$ cat config.mk
export PLATFORM = sky130hd
export DESIGN_NAME = alu_cmd_sequencer
export DESIGN_NICKNAME = d
export VERILOG_FILES = /design/src/rtl/alu_cmd_sequencer.sv
export SDC_FILE = /design/constraint.sdc
export NUM_CORES = 1
export LEC_CHECK = 0
export CAP_MARGIN = 20
export CORE_AREA = 2 2 114 116
export CTS_CLUSTER_DIAMETER = 200
export DETAILED_ROUTE_END_ITERATION = 12
export DIE_AREA = 0 0 116 118
export HOLD_SLACK_MARGIN = 0.02
export PLACE_DENSITY = 0.62
export REMOVE_ABC_BUFFERS = 1
export SETUP_SLACK_MARGIN = 0.02
export SLEW_MARGIN = 0
export SYNTH_ARGS = -nofsm -noshare
export SYNTH_HDL_FRONTEND = slang
export SYNTH_SLANG_ARGS = --single-unit
$ cat constraint.sdc
create_clock -name clk -period 4.85 [get_ports clk]
set_input_delay 0.97 -clock clk [delete_from_list [all_inputs] [get_ports clk]]
set_output_delay 0.97 -clock clk [all_outputs]
set_load 0.05 [all_outputs]
$ cat src/rtl/alu_cmd_sequencer.sv
// rtl/alu_cmd_sequencer.sv - runs one ALU command through the register bank and shares the bank port with a host
// The bank port is host-owned in IDLE; a round-robin flag settles command/host write conflicts there.
module alu_cmd_sequencer (
  input  logic        clk,
  input  logic        reset,
  input  logic        cmd_valid,
  output logic        cmd_ready,
  input  logic [7:0]  cmd_opa,
  input  logic [7:0]  cmd_opb,
  input  logic [2:0]  cmd_op,
  output logic        rsp_valid,
  input  logic        rsp_ready,
  output logic [7:0]  rsp_data,
  input  logic        host_wr_en,
  input  logic [31:0] host_wr_addr,
  input  logic [31:0] host_wr_data,
  input  logic [31:0] host_rd_addr,
  output logic [31:0] host_rd_data,
  output logic        host_ready,
  output logic        busy,
  output logic        rb_write_en,
  output logic [31:0] rb_write_addr,
  output logic [31:0] rb_write_data,
  output logic [31:0] rb_read_addr,
  input  logic [31:0] rb_read_data
);

  localparam logic [31:0] OPA_ADDR = 32'h00;
  localparam logic [31:0] OPB_ADDR = 32'h04;
  localparam logic [31:0] OPC_ADDR = 32'h08;
  localparam logic [31:0] RES_ADDR = 32'h0C;

  localparam logic PRIO_CMD  = 1'b0;
  localparam logic PRIO_HOST = 1'b1;

  typedef enum logic [2:0] {
    S_IDLE, S_WR_A, S_WR_B, S_WR_OP, S_WAIT, S_READ, S_RESP
  } state_t;

  state_t     state, state_next;
  logic       prio;
  logic [7:0] opa_q, opb_q;
  logic [2:0] op_q;
  logic       conflict;

  assign conflict     = cmd_valid & host_wr_en;
  assign rsp_valid    = (state == S_RESP);
  assign busy         = (state != S_IDLE);
  assign host_rd_data = rb_read_data;

  always_ff @(posedge clk or posedge reset) begin
    if (reset) begin
      state    <= S_IDLE;
      prio     <= PRIO_CMD;
      opa_q    <= '0;
      opb_q    <= '0;
      op_q     <= '0;
      rsp_data <= '0;
    end else begin
      state <= state_next;
      // the loser of a conflicted cycle owns the next one
      if (state == S_IDLE && conflict)
        prio <= ~prio;
      if (state == S_IDLE && cmd_valid && cmd_ready) begin
        opa_q <= cmd_opa;
        opb_q <= cmd_opb;
        op_q  <= cmd_op;
      end
      if (state == S_READ)
        rsp_data <= rb_read_data[7:0];
    end
  end

  always_comb begin
    state_next    = state;
    cmd_ready     = 1'b0;
    host_ready    = 1'b0;
    rb_write_en   = 1'b0;
    rb_write_addr = '0;
    rb_write_data = '0;
    rb_read_addr  = OPA_ADDR;
    case (state)
      S_IDLE: begin
        cmd_ready     = !conflict || (prio == PRIO_CMD);
        host_ready    = !conflict || (prio == PRIO_HOST);
        rb_write_en   = host_wr_en & host_ready;
        rb_write_addr = host_wr_addr;
        rb_write_data = host_wr_data;
        rb_read_addr  = host_rd_addr;
        if (cmd_valid && cmd_ready)
          state_next = S_WR_A;
      end
      S_WR_A: begin
        rb_write_en   = 1'b1;
        rb_write_addr = OPA_ADDR;
        rb_write_data = {24'b0, opa_q};
        state_next    = S_WR_B;
      end
      S_WR_B: begin
        rb_write_en   = 1'b1;
        rb_write_addr = OPB_ADDR;
        rb_write_data = {24'b0, opb_q};
        state_next    = S_WR_OP;
      end
      S_WR_OP: begin
        rb_write_en   = 1'b1;
        rb_write_addr = OPC_ADDR;
        rb_write_data = {29'b0, op_q};
        state_next    = S_WAIT;
      end
      S_WAIT: begin
        rb_read_addr = RES_ADDR;
        state_next   = S_READ;
      end
      S_READ: begin
        rb_read_addr = RES_ADDR;
        state_next   = S_RESP;
      end
      S_RESP: begin
        rb_read_addr = RES_ADDR;
        if (rsp_ready)
          state_next = S_IDLE;
      end
      default: state_next = S_IDLE;
    endcase
    if (reset) begin
      cmd_ready   = 1'b0;
      host_ready  = 1'b0;
      rb_write_en = 1'b0;
    end
  end

endmodule

Word level (Yosys, flattened, before mapping). Index checks and enable logic that the tools add are counted.

Register bits: 31. Word-level logic and storage cells: 41.

Eq/ne operators: 8. Muxes and demuxes: 12. Bitwise operators: 3. Reductions and logical operators: 12.

Operators by type and width (count): $pmux 32 s4 (1); $pmux 32 s3 (1); $pmux 32 s2 (1); $pmux 3 s7 (1); $eq 3x3->1 const B (3); $eq 3x2->1 const B (2); $mux 3 (2); $reduce_or 3->1 (2); $mux 1 (5); $logic_and 1x1->1 (4); $ne 2x1->1 const B (2); $eq 3x1->1 const B (1); $logic_not 3->1 (1); $reduce_bool 3->1 (1); $and 1x1->1 (2); $logic_or 1x1->1 (2); $pmux 1 s2 (1); $reduce_and 2->1 (1); $logic_not 1->1 (1); $not 1->1 (1).

Logic depth before layout (Yosys ltp). Gate-level depths: netlist of run 1.

Word-level depth: 6. Gate-level depth with buffers: 6.

Worst setup path before layout of run 1. OpenSTA, ideal clock, no wires.

Path type: reg-to-output. Start: register state[0]. End: output cmd_ready. Data arrival time: 2.494 ns. Slack: 1.386 ns. Cell stages (with the launch flop): 5. Cell sequence: dfrtp_1 nor3_4 buf_2 inv_1 a311oi_1.

Cells in the longest elaborated chain, start to end: 3.

Ends and longest elaborated chain: from (decl) (line 40) `state_t state, state_next;`; from (signal assigned) (line 60) `state <= state_next;`; $logic_not 3->1 (line 82) `case (state)`; $mux 1 (line 82); $mux 1 (line 126) `if (reset) begin`; to (decl) (line 7) `output logic cmd_ready,`.

No other way between the ends.

Worst setup path in the final report of run 1.
Start: register state[2]. End: output rb_write_data[19].

Cells in the longest elaborated chain, start to end: 2. Elaborated cells on any way between the ends: 5. Those cells by class: eq/ne (3); mux (1); reduce/logical (1).

Ends and longest elaborated chain: $eq 3x2->1 (tied with other cells) (line 82); $pmux 32 s4 (*) (line 82); to (decl) (line 23) `output logic [31:0] rb_write_data,`.

Every way passes the cells marked *; elsewhere a longest branch is shown, timed or not.

==> impl_metrics.toml, run 1 <==
[placed_design]
port-buffer-count = 244
placedCellCount = 618
placement.setup.worst_slack_ns = 1.22
gp_congestion = 0.811
detailed_place.area_sq_um = 4750
detailedPlacementHpwl_um = 8540

[yosys]
post_synth_most_frequent_cells = "sky130_fd_sc_hd__and2_1 (85), sky130_fd_sc_hd__buf_4 (33), sky130_fd_sc_hd__dfrtp_1 (31), sky130_fd_sc_hd__mux2_2 (17), sky130_fd_sc_hd__clkbuf_1 (11)"
ys.warnings.count = 0
area_contributors_post_synth = "sky130_fd_sc_hd__dfrtp_1 (33%), sky130_fd_sc_hd__and2_1 (23%), sky130_fd_sc_hd__buf_4 (10%), sky130_fd_sc_hd__mux2_2 (8.1%), sky130_fd_sc_hd__mux2_4 (6.4%)"
yosys.cell_count.top_type = "sky130_fd_sc_hd__and2_1"
synth_enable_flop_cells = 0
syn-mean-instance-area_sq_um = 9.68
postSynth.topFlopCell = "sky130_fd_sc_hd__dfrtp_1"
yosys_register_bits = 31
synth_cells = 244
asyncSetResetFlopFracSynth_pct = 100
synth_top_cell_by_area = "sky130_fd_sc_hd__dfrtp_1"
synth.cell_area_sq_um = 2360
yosysUniqueCellTypes = 27
yosysTopAreaCellShare_pct = 32.9
yosysSeqAreaShare_pct = 32.9

[pwr]
cellPowerDensity_nw_per_um2 = 713
comb_power_share_pct = 77.2
p_switching_mw = 1.89
sw_frac_of_total_pct = 54.2
power.static_leakage_nw = 1.96
power.share.clock_pct = 9.4
ir_drop_v = 0.000312
internal_power_mw = 1.60
pwr-share-seq_pct = 13.4

[clocking]
htree_num_levels = 2
clkSlewWorstSetupHoldPaths_ns = 0.05
cts_root_buffer = "sky130_fd_sc_hd__clkbuf_16"
clock_sink_total = 31
clk_latency_ns = 0.27
cts_post_setup_buffers_inserted = 0
tritoncts = "built"
post_cts_resized = 0
cts_buffers = 5
cts_buffer_depth = 2
hold_buffers = 0

[drt]
drt-pass1-iter-count = 5
vias = 2538
detail_route.iter0.violations = 66
via_per_inst = 4.05
detail_route.wl_per_cell_um = 17.4
antenna_violating_nets_post_route = 0
totalWireLength_um = 10900
remaining_drc_errors = 0

[cells_and_area]
layout.nets = 605
design_area_sq_um = 4900
final_core_util_pct = 39.5
finish.cell_count_without_fillers = 626
drive_gt1_share_pct = 10.1
fillers = 1263
num_antenna_cells = 0
area.growth.synth_to_final_pct = 108

[setup_path]
timing.critical_path.slowest_stage_cell = "sky130_fd_sc_hd__clkdlybuf4s50_1"
setup.worst_path.start_class = "flip-flop"
critPathMostFrequentCell = "sky130_fd_sc_hd__buf_4"
cpPeakStageDelay_ns = 0.89
critPathRequiredTime_ns = 3.88
critPathArrivalTime_ns = 2.78
worstSetupEndpointType = "primary output"
crit_path_cell_trace = "buf_4 -> nor3_4 -> buf_4 -> and2_1 -> clkdlybuf4s50_1"
path_max_fanout = 41
timing_worst_setup_path_type = "flip-flop to primary output"

[floorplan]
io-pin-count = 293
die_y_um = 118
initial_utilization_pct = 19.0
die_width_um = 116
dieArea_sq_um = 13700
floorplan.rows = 41
coreArea_sq_um = 12400

[sta]
maxSlewViolCount = 0
postLayoutSetupSlackWorst_ns = 1.10
rsz0062_at_grt = "no"
setup_tns_ns = 0
tightest_slew_ns = 0.640
worst_slew_margin_rel_pct = 57.2
fin_crit_sh_pct = 77.4
setup-violations-final = 0
fmaxAchievable_mhz = 266
final_period_demand_of_the_worst_path_ns = 3.75
final-hold-violation-count = 0
clock-skew-final_ns = 0.00341

[grt]
overflow_after_grt = 0
gr-usage-all-layers_pct = 15.0
pin_count_of_the_biggest_net_entering_global_routing = 42
grt_pass1_vias = 2676
grt_antenna_before_repair = 0
grt_first_pass_wirelength_um = 15900

[flow_run]
drv.max_cap_violation_count = 0

[run_status]
outcome = "complete, no violations"

[min_path]
min_path_type = "flip-flop to flip-flop"
critical path, delay by kind of cell, from the launching register on:
family / cells / cell delay (ns)
and+or+nand+nor: 2 / 0.65
DFF: 1 / 0.35
buffers and inverters: 3 / 1.49
metal layers:
metal	wire length, um	GRT usage (%)
met1	4460	19.0
met2	5000	24.2
met3	1360	6.90
met4	51	1.79
met5	0	0
layout make-up:
cell class                 instances  area, sq um  share of cell area, %
timing repair buffer             250         2490                   50.7
multi-input combinational        162         1260                   25.7
sequential                        31          776                   15.8
tap                              172          215                   4.39
clock buffer                       8          156                   3.19
inverter                           3         11.3                  0.230
final timing paths:
check | start | to | slack (ns) | cells past startpoint
max in group asynchronous | reset | rsp_data[1]$_DFFE_PP0P_ | 3.33 | 3
min in group asynchronous | reset | op_q[2]$_DFFE_PP0P_ | 1.19 | 3
setup reg to reg | state[2]$_DFFE_PP0P_ | opb_q[5]$_DFFE_PP0P_ | 2.56 | 5
setup / recovery | state[2]$_DFFE_PP0P_ | rb_write_data[19] | 1.10 | 5
hold reg to reg | rsp_data[1]$_DFFE_PP0P_ | rsp_data[1]$_DFFE_PP0P_ | 0.50 | 1
hold / removal | rsp_data[1]$_DFFE_PP0P_ | rsp_data[1]$_DFFE_PP0P_ | 0.50 | 1
layout by cell type (no fill, tap or decap), types with 2 or more instances in the layout:
cell and n:
sky130_fd_sc_hd__clkdlybuf4s50_1 244, sky130_fd_sc_hd__and2_1 85, sky130_fd_sc_hd__dfrtp_1 31, sky130_fd_sc_hd__mux2_2 17, sky130_fd_sc_hd__mux2_4 10, sky130_fd_sc_hd__nor2_1 9, sky130_fd_sc_hd__buf_4 6, sky130_fd_sc_hd__nand2_1 5
sky130_fd_sc_hd__nor2b_1 5, sky130_fd_sc_hd__mux2i_1 5, sky130_fd_sc_hd__a2bb2oi_1 5, sky130_fd_sc_hd__clkbuf_16 5, sky130_fd_sc_hd__inv_1 3, sky130_fd_sc_hd__o21ai_0 3, sky130_fd_sc_hd__mux4_2 3, sky130_fd_sc_hd__nor3_1 3
sky130_fd_sc_hd__a22o_1 2, sky130_fd_sc_hd__a211oi_1 2, sky130_fd_sc_hd__clkbuf_8 2
stage by stage:
step / hold slack (ns) / total power, mW
4_1_cts: 0.506 / 3.54
2_1_floorplan: 0.474 / 2.21
5_1_grt: 0.518 / 3.66
3_5_place_dp: 0.494 / 3.19
3_3_place_gp: 0.488 / 3.17
6_report: 0.503 / 3.50
cells by family after synthesis:
| family | share of synthesized area [%] |
|---|---|
| xor+xnor | 0.371 |
| flops | 32.9 |
| mux | 19.4 |
| compound gates | 5.09 |
| buf+inv | 13.8 |
| simple gates | 28.4 |
registers in the layout, indices dropped and copies added, names as in the netlist:
name and flops:
opa_q 8, prio 1, op_q 3, opb_q 8, state 3, rsp_data 8
power groups by stage:
stage	Sequential (mW)	Combinational, mW	Clock [mW]
after floorplan	0.616	1.60	0
after global placement	0.463	2.71	0
after detailed placement	0.467	2.72	0
after CTS	0.467	2.73	0.338
after global routing	0.485	2.83	0.353
final	0.468	2.70	0.330
(Power assumes the default switching activity.)
==> inputs of run 2 (changes only) <==
CORE_AREA = 2 2 115 117   (was 2 2 114 116)
DIE_AREA = 0 0 117 119   (was 0 0 116 118)
PLACE_DENSITY = 0.64   (was 0.62)
clock period = 3.2 ns   (was 4.85 ns; I/O delays follow)
==> impl_metrics.toml, run 2 (synthesis results as in run 1) <==
[run_status]
outcome = "complete, no violations"

[grt]
grt_antenna_before_repair = 0
grt_first_pass_wirelength_um = 15200
pin_count_of_the_biggest_net_entering_global_routing = 50
grt_pass1_vias = 2610
gr-usage-all-layers_pct = 14.6
overflow_after_grt = 0

[sta]
postLayoutSetupSlackWorst_ns = 0.334
fin_crit_sh_pct = 89.6
final_period_demand_of_the_worst_path_ns = 2.87
worst_slew_margin_rel_pct = 51.9
setup-violations-final = 0
clock-skew-final_ns = 0.00403
fmaxAchievable_mhz = 349
maxSlewViolCount = 0
final-hold-violation-count = 0
final.hold.worst_slack_ns = 0.500
rsz0062_at_grt = "no"
tightest_slew_ns = 0.721

[clocking]
htree_num_levels = 2
tritoncts = "built"
cts_buffers = 5
cts_root_buffer = "sky130_fd_sc_hd__clkbuf_16"
cts_buffer_depth = 2
hold_buffers = 0
clk_latency_ns = 0.27
post_cts_resized = 0
cts_post_setup_buffers_inserted = 0
clock_sink_total = 31
clkSlewWorstSetupHoldPaths_ns = 0.05

[floorplan]
die_width_um = 117
coreArea_sq_um = 12900
initial_utilization_pct = 18.3
floorplan.rows = 42
dieArea_sq_um = 13900
io-pin-count = 293
die_y_um = 119

[setup_path]
worstSetupStartpoint = "state[0]$_DFFE_PP0P_"
worst_r2r_startpoint = "state[2]$_DFFE_PP0P_"
critPathRequiredTime_ns = 2.56
path_max_fanout = 12
crit_path_cell_trace = "nor2_1 -> nand2_1 -> a21oi_1 -> clkdlybuf4s50_1"
worstSetupEndpointType = "primary output"
timing_worst_setup_path_type = "flip-flop to primary output"
timing.critical_path.slowest_stage_cell = "sky130_fd_sc_hd__clkdlybuf4s50_1"
setup.worst_path.start_class = "flip-flop"
cpPeakStageDelay_ns = 0.83
critPathArrivalTime_ns = 2.23

[placed_design]
detailedPlacementHpwl_um = 8700
placement.setup.worst_slack_ns = 0.447
gp_congestion = 0.783
port-buffer-count = 244

[cells_and_area]
area.growth.synth_to_final_pct = 139
layout.cells.most_common_list = "sky130_fd_sc_hd__clkdlybuf4s50_1 (148), sky130_fd_sc_hd__and2_1 (85), sky130_fd_sc_hd__buf_12 (77)"
final_common_cell = "sky130_fd_sc_hd__clkdlybuf4s50_1"
reg.largest.list = "opa_q (8), opb_q (8), rsp_data (8)"
layout.nets = 606
drive_gt1_share_pct = 31.4
final_core_util_pct = 43.8
num_antenna_cells = 0
fillers = 1180

[drt]
vias = 2513
totalWireLength_um = 10700
via_per_inst = 3.98
drt-pass1-iter-count = 4
antenna_violating_nets_post_route = 0
remaining_drc_errors = 0
detail_route.iter0.violations = 55
detail_route.wl_per_cell_um = 17.0

[pwr]
cellPowerDensity_nw_per_um2 = 1080
power.static_leakage_nw = 2.38
total_power_mw = 6.09
ir_drop_v = 0.000713

[min_path]
holdCritStartpoint = "rsp_data[5]$_DFFE_PP0P_"
min_path_type = "flip-flop to flip-flop"

[flow_run]
drv.max_cap_violation_count = 0
[run 2: metal layers]
layer / vias up / share of wire (%) / track usage, % / wire length (um)
li1: 1181 / - / - / -
met1: 1176 / 39 / 17.4 / 4190
met2: 148 / 50 / 25.3 / 5300
met3: 8 / 10 / 4.78 / 1080
met4: 0 / 1.2 / 2.79 / 124
met5: - / 0 / 0 / 0
[run 2: critical path: cells and delay by family, from the launching register on]
family,cells,cell delay [ns]
buffers and inverters,1,0.83
flip-flops,1,0.55
AND/OR/NAND/NOR,2,0.43
AO/OA/AOI/OAI,1,0.15
[run 2: final cells by class]
cell class / instances / area [sq um] / area share, %
clock buffer: 8 / 156 / 2.77
inverter: 3 / 11.3 / 0.200
multi-input combinational: 162 / 1260 / 22.3
sequential: 31 / 776 / 13.8
tap: 176 / 220 / 3.90
timing repair buffer: 251 / 3220 / 57.1
[run 2: final timing paths]
check / endpoint / slack (ns) / cells after the start
worst max-delay path: rb_write_addr[3] / 0.33 / 4
worst min-delay path: rsp_data[5]$_DFFE_PP0P_ / 0.50 / 1
max in group asynchronous: rsp_data[1]$_DFFE_PP0P_ / 1.97 / 3
worst max register to register: opa_q[4]$_DFFE_PP0P_ / 1.02 / 4
worst min register to register: rsp_data[5]$_DFFE_PP0P_ / 0.50 / 1
min in group asynchronous: opb_q[2]$_DFFE_PP0P_ / 0.93 / 3
[run 2: where the power goes]
part / internal [mW] / leakage [nW] / switching (mW)
Sequential: 0.591 / 0.371 / 0.179
Combinational: 2.14 / 1.93 / 2.70
Clock: 0.330 / 0.0772 / 0.158
Total: 3.06 / 2.38 / 3.03
[run 2: metrics by stage]
stage / instance area [sq um] / TNS (ns) / std cells
after floorplan: 2050 / -2.21 / 196
after global placement: 5480 / 0 / 623
after detailed placement: 5480 / 0 / 623
after CTS: 5640 / 0 / 631
after global routing: 5640 / 0 / 631
final: 5640 / 0 / 631
